**src/rtl/cell_stream_ibuf_if.sv**
```systemverilog
`default_nettype none
// ============================================================================
//  Module      : cell_stream_ibuf_if
//  Description : Bundle for the cell_stream_ibuf packet input strobe and its
//                valid/ready/last output stream. The master side is the
//                environment: it drives the packet strobe and the downstream
//                tready. The slave side is the buffer itself.
//  Revision    : 1.0  initial release
// ============================================================================
interface cell_stream_ibuf_if;

    // Flattened 4-word packet, presented on a one-cycle strobe
    logic        stream_in_valid;
    logic [31:0] stream_in_header;
    logic [31:0] stream_in_datax;
    logic [31:0] stream_in_datay;
    logic [31:0] stream_in_datas;

    // Serialized output stream
    logic        tvalid;
    logic        tready;
    logic        tlast;
    logic [31:0] tdata;

    modport master (
        output stream_in_valid,
        output stream_in_header,
        output stream_in_datax,
        output stream_in_datay,
        output stream_in_datas,
        output tready,
        input  tvalid,
        input  tlast,
        input  tdata
    );

    modport slave (
        input  stream_in_valid,
        input  stream_in_header,
        input  stream_in_datax,
        input  stream_in_datay,
        input  stream_in_datas,
        input  tready,
        output tvalid,
        output tlast,
        output tdata
    );

endinterface
`default_nettype wire

```
**src/rtl/cell_stream_ibuf.sv**
```systemverilog
`default_nettype none
// ============================================================================
//  Module      : cell_stream_ibuf
//  Description : Packet FIFO and serializer for the cell-controller stream
//                path. A 4-word packet arrives on a one-cycle strobe, is held
//                in one of 2**DEPTH_LOG2 slots and leaves as a 4-beat
//                valid/ready/last stream (header first, tlast on the sum
//                word). A packet arriving while full is dropped and flagged.
//                Optional feature macro: CELL_STREAM_IBUF_DROPCNT_EN enables a
//                16-bit saturating dropped-packet counter; without it
//                drop_count reads as zero.
//  Revision    : 1.0  initial release
// ============================================================================
module cell_stream_ibuf #(
    parameter int DEPTH_LOG2 = 2
) (
    input  logic                  clk,
    input  logic                  resetn,
    cell_stream_ibuf_if.slave     bus,
    output logic [DEPTH_LOG2:0]   fill,
    output logic                  overflow,
    input  logic                  overflow_clr,
    output logic [15:0]           drop_count
);

    localparam int unsigned         C_DEPTH     = 1 << DEPTH_LOG2;
    localparam logic [DEPTH_LOG2:0] C_FULL      = {1'b1, {DEPTH_LOG2{1'b0}}};
    localparam logic [1:0]          C_LAST_WORD = 2'd3;

    // Packet storage: one row of four words per slot; never reset
    logic [31:0] mem_q [C_DEPTH][4];

    logic [DEPTH_LOG2-1:0] wptr_q, wptr_d;
    logic [DEPTH_LOG2-1:0] rptr_q, rptr_d;
    logic [1:0]            widx_q, widx_d;
    logic [DEPTH_LOG2:0]   occ_q,  occ_d;
    logic                  overflow_q, overflow_d;

    logic w_tvalid;
    logic w_full;
    logic w_xfer;
    logic w_pop;
    logic w_push;
    logic w_drop;

    // Handshake decode; a slot freed by a pop can take a new packet the same cycle
    always_comb begin
        w_tvalid = (occ_q != '0);
        w_full   = (occ_q == C_FULL);
        w_xfer   = w_tvalid & bus.tready;
        w_pop    = w_xfer & (widx_q == C_LAST_WORD);
        w_push   = bus.stream_in_valid & (~w_full | w_pop);
        w_drop   = bus.stream_in_valid & w_full & ~w_pop;
    end

    // Next-state for pointers, word index, occupancy and the sticky flag
    always_comb begin
        wptr_d     = wptr_q;
        rptr_d     = rptr_q;
        widx_d     = widx_q;
        occ_d      = occ_q;
        overflow_d = overflow_q;

        if (w_push) begin
            wptr_d = wptr_q + 1'b1;
        end
        // The 2-bit index wraps 3 -> 0 on its own at the packet boundary
        if (w_xfer) begin
            widx_d = widx_q + 2'd1;
        end
        if (w_pop) begin
            rptr_d = rptr_q + 1'b1;
        end
        case ({w_push, w_pop})
            2'b10:   occ_d = occ_q + 1'b1;
            2'b01:   occ_d = occ_q - 1'b1;
            default: occ_d = occ_q;
        endcase

        // A drop outranks a clear in the same cycle
        if (w_drop) begin
            overflow_d = 1'b1;
        end else if (overflow_clr) begin
            overflow_d = 1'b0;
        end
    end

    // Control state registers with synchronous active-low reset
    always_ff @(posedge clk) begin
        if (!resetn) begin
            wptr_q     <= '0;
            rptr_q     <= '0;
            widx_q     <= '0;
            occ_q      <= '0;
            overflow_q <= 1'b0;
        end else begin
            wptr_q     <= wptr_d;
            rptr_q     <= rptr_d;
            widx_q     <= widx_d;
            occ_q      <= occ_d;
            overflow_q <= overflow_d;
        end
    end

    // Slot write: all four words land together at the write pointer
    always_ff @(posedge clk) begin
        if (resetn && w_push) begin
            mem_q[wptr_q][0] <= bus.stream_in_header;
            mem_q[wptr_q][1] <= bus.stream_in_datax;
            mem_q[wptr_q][2] <= bus.stream_in_datay;
            mem_q[wptr_q][3] <= bus.stream_in_datas;
        end
    end

`ifdef CELL_STREAM_IBUF_DROPCNT_EN
    logic [15:0] drop_cnt_q, drop_cnt_d;

    // Dropped-packet counter, saturating at all-ones
    always_comb begin
        drop_cnt_d = drop_cnt_q;
        if (w_drop && (drop_cnt_q != 16'hFFFF)) begin
            drop_cnt_d = drop_cnt_q + 16'd1;
        end
    end

    // Counter register, cleared only by reset
    always_ff @(posedge clk) begin
        if (!resetn) begin
            drop_cnt_q <= '0;
        end else begin
            drop_cnt_q <= drop_cnt_d;
        end
    end

    assign drop_count = drop_cnt_q;
`else
    assign drop_count = 16'h0;
`endif

    // Output stream is a pure function of registered state; zero data when idle
    assign bus.tvalid = w_tvalid;
    assign bus.tlast  = w_tvalid & (widx_q == C_LAST_WORD);
    assign bus.tdata  = w_tvalid ? mem_q[rptr_q][widx_q] : 32'h0;

    assign fill     = occ_q;
    assign overflow = overflow_q;

endmodule
`default_nettype wire

```
**src/flat_wrapper.sv**
```systemverilog
// flat-port wrapper written by rule: the top's interface ports become plain ports
module cell_stream_ibuf_flat 
#(
    parameter int DEPTH_LOG2 = 2
)
  (clk, resetn, fill, overflow, overflow_clr, drop_count, bus_stream_in_valid, bus_stream_in_header, bus_stream_in_datax, bus_stream_in_datay, bus_stream_in_datas, bus_tready, bus_tvalid, bus_tlast, bus_tdata);
  cell_stream_ibuf_if bus_i ();
  input  logic clk;
  input  logic resetn;
  output logic [DEPTH_LOG2:0] fill;
  output logic overflow;
  input  logic overflow_clr;
  output logic [15:0] drop_count;
  input wire logic [$bits(bus_i.stream_in_valid)-1:0] bus_stream_in_valid;
  input wire logic [$bits(bus_i.stream_in_header)-1:0] bus_stream_in_header;
  input wire logic [$bits(bus_i.stream_in_datax)-1:0] bus_stream_in_datax;
  input wire logic [$bits(bus_i.stream_in_datay)-1:0] bus_stream_in_datay;
  input wire logic [$bits(bus_i.stream_in_datas)-1:0] bus_stream_in_datas;
  input wire logic [$bits(bus_i.tready)-1:0] bus_tready;
  output wire logic [$bits(bus_i.tvalid)-1:0] bus_tvalid;
  output wire logic [$bits(bus_i.tlast)-1:0] bus_tlast;
  output wire logic [$bits(bus_i.tdata)-1:0] bus_tdata;
  assign bus_i.stream_in_valid = bus_stream_in_valid;
  assign bus_i.stream_in_header = bus_stream_in_header;
  assign bus_i.stream_in_datax = bus_stream_in_datax;
  assign bus_i.stream_in_datay = bus_stream_in_datay;
  assign bus_i.stream_in_datas = bus_stream_in_datas;
  assign bus_i.tready = bus_tready;
  assign bus_tvalid = bus_i.tvalid;
  assign bus_tlast = bus_i.tlast;
  assign bus_tdata = bus_i.tdata;
  cell_stream_ibuf #(.DEPTH_LOG2(DEPTH_LOG2)) u_core (.clk(clk), .resetn(resetn), .bus(bus_i), .fill(fill), .overflow(overflow), .overflow_clr(overflow_clr), .drop_count(drop_count));
endmodule
```
**config.mk**
```make
export PLATFORM = sky130hd
export DESIGN_NAME = cell_stream_ibuf_flat
export DESIGN_NICKNAME = d
export VERILOG_FILES = /design/src/rtl/cell_stream_ibuf_if.sv /design/src/rtl/cell_stream_ibuf.sv /design/src/flat_wrapper.sv
export SDC_FILE = /design/constraint.sdc
export NUM_CORES = 1
export LEC_CHECK = 0
export CAP_MARGIN = 15
export CELL_PAD_IN_SITES_DETAIL_PLACEMENT = 1
export CELL_PAD_IN_SITES_GLOBAL_PLACEMENT = 1
export CORE_MARGIN = 10
export CORE_UTILIZATION = 54
export DETAILED_ROUTE_END_ITERATION = 7
export GPL_ROUTABILITY_DRIVEN = 0
export PLACE_DENSITY_LB_ADDON = 0.1
export SETUP_SLACK_MARGIN = 0.15
export SYNTH_ARGS = -nofsm -noshare
export SYNTH_HDL_FRONTEND = slang
export SYNTH_SLANG_ARGS = --single-unit
export TNS_END_PERCENT = 30
```
**constraint.sdc**
```tcl
create_clock -name clk -period 14.7 [get_ports clk]
set_input_delay 2.94 -clock clk [delete_from_list [all_inputs] [get_ports clk]]
set_output_delay 2.94 -clock clk [all_outputs]
set_load 0.1 [all_outputs]
```
==> metrics.cfg <==
[clock_network]
tritoncts_num_sinks=524
clk_path_buf_depth=3
clk_transition_reported_paths_ns=0.06
clk-insertion-delay-late_ns=0.59
clockRootBuffer=clkbuf_16
post_cts_resized=0
cts_buffers=52
postCtsSetupRepairBufs=0
cts_tree=yes
hold_buffers=0
htree_levels=2

[yosys]
synth-simple-area-share=0.01561
synthCells=868
yosys.area.top_type_share=0.7673
synth_top_family_by_area=multiplexers
synthTopCellsByArea=edfxtp_1 77%, mux4_2 12%, mux4_1 2.4%
ys.flop_type=edfxtp_1
synth_seq_area_share=0.7793
yosysMostFrequentCell=edfxtp_1
synth_compound_area_frac=0.02710
synth_area_sq_um=20040
yosys_warnings=0
ys_top_cells_by_count=512 x edfxtp_1, 110 x mux4_2, 59 x a22oi_1, 35 x nand2_1
synth_area_per_cell_sq_um=23.09
synth_cell_type_count=38
synth_edf_count=512
synth.area.mux_share=0.1477
synth_xor_area_frac=0.002623
synthAdderAreaFrac=0.004746
ys_ff_latch=524
synthArstFlopShare=0
synth.largest_area_cell=edfxtp_1

[setup_path]
cp_cell_sequence=buf_4 -> mux4_2 -> a22oi_1 -> nand2_1 -> clkdlybuf4s50_1
cp_slowest_stage_delay_ns=1.02
crit_fanout=67
cp-end-kind=output pin
worst-path-stages=5
cp-start-kind=register
path_buf_inv=2
reg2reg_depth=6
slowest_stage=dfxtp_4
cp.required_ns=11.76
crit_family=buffers and inverters
critPathKind=register to output pin
arrival_ns=4.35

[global_routing]
antenna_found_initial=5
grt_max_degree=115
busiest_layer=met2
met1_usage=0.2534
grt_overflow=0
grt_first_pass_wirelength_um=65210
grt_use_met3=0.04373
grt_pass1_vias=10320
grt_usage=0.1936
met2_usage=0.3258

[timing]
fin_skew_ns=0.01876
grt_setup_unrepaired=false
whs_ns=0.4901
drv_slew=0
worstMarginPinSlew_ns=1.084
period_share=0.4962
finalWorstSetupSlack_ns=7.405
fmax_ghz=0.1371
period_minus_slack_ns=7.295
setup_viol=0
final_hold_viol_count=0
maxSlewHeadroom=0.2774
setup_tns_ns=0

[floorplan]
rows=70
initial_core_util=0.5473
fp.dieW_um=212.6
die_area_sq_um=45210
coreArea_sq_um=36610
die_h_um=212.6
ios=187

[power]
netSwitchingFraction=0.2339
p_int_uw=2487
switching_power_uw=759.3
seqPwrFrac=0.523
clkPwrFrac=0.385
p_leak_uw=0.007457
p_per_area_nw_per_um2=136.8
peakVddDrop_mv=0.1369
p_comb_frac=0.093

[route]
drtIter0Drc=645
firstDrtPassIters=6
vias=9360
routed_wl_um=43190
drc=0
ant_nets=0
avgRoutedWirePerCell_um=27.44
via_per_inst=5.947

[min_path]
hold_depth=2
hp-class=register to register

[run]
maxCapViolCount=0

[finish]
fillCellCount=2956
nNetsFinal=1201
drive_gt1_frac=0.1904
final_area_sq_um=23720
multi_input_area_sq_um=4060
seq_area_sq_um=15620
area_delta_synth_final_pct=18.37
instances_no_fill=1574

[placed_design]
dpl_cell_area_sq_um=22110
dp_hpwl_um=24940
io_buffers=170
place_ws_ns=7.926
placed_cells=1475

[status]
outcome=finished, final reports clean

power by group through the flow:
stage	registers, uW	logic [uW]	clock network [uW]
2_1_floorplan	1730	187	0
3_3_place_gp	1730	299	0
3_5_place_dp	1730	303	0
4_1_cts	1700	304	1280
5_1_grt	1700	315	1340
6_report	1700	300	1250
stage by stage:
| step | total power, uW | utilization |
|---|---|---|
| floorplan | 1921 | - |
| CTS | 3278 | 0.6477 |
| global route | 3359 | 0.6477 |
| finish | 3246 | 0.6479 |
| global placement | 2025 | 0.6039 |
| detailed placement | 2032 | 0.6039 |
path summary, 6_finish.rpt:
path / from / end / slack (ns)
worst max-delay path: register / bus_tdata[25] / 7.41
worst min-delay path: u_core.overflow / u_core.overflow / 0.49
worst max register to register: u_core.widx_q[1] / u_core.mem_q[2][0] / 10.75
worst min register to register: u_core.overflow / u_core.overflow / 0.49
worst min-delay path, cell delays in order (launching register included):
cell and delay [ns]:
dfxtp_1 0.31, nand2b_1 0.06, a21boi_0 0.07
logic make-up after synthesis:
family,Yosys count
other cells,1
xor+xnor,6
buf+inv,67
fa+ha+maj,7
mux,129
compound gates,71
simple gates,63
flops,524
per-layer routing:
metal,share of wire,wire length (um)
met1,0.40,17470
met2,0.52,22530
met3,0.059,2556
met4,0.014,585
met5,0.00095,41
cell type report:
cell class	count	share of cell area
Multi-Input combinational cell	292	0.1712
Tap cell	468	0.02469
Sequential cell	524	0.6586
Clock inverter	31	0.009706
Clock buffer	65	0.05782
Timing Repair Buffer	183	0.07638
Inverter	8	0.001266
Antenna cell	3	0.0003165
registers in the layout, indices dropped and copies added, names as in the netlist, named ones only:
register         cells
u_core.rptr_q        2
u_core.mem_q       512
u_core.overflow      1
u_core.fill          3
u_core.widx_q        2
u_core.wptr_q        2
layout by cell type, fill, tap and decap left out, drive strengths merged, types with 2 or more instances in the layout:
cell and count:
edfxtp 512, clkdlybuf4s50 170, mux4 128, clkbuf 65, a22oi 62, nand2 35, clkinv 25, conb 16
buf 13, dfxtp 12, inv 11, and2 8, ha 6, and3 5, xnor2 4, diode 3
nor2 3, a21boi 3, bufinv 3, o211ai 2, nand2b 2, nor3b 2, xor2 2, o21ai 2
nand4 2, nor3 2
(Power assumes the default switching activity.)
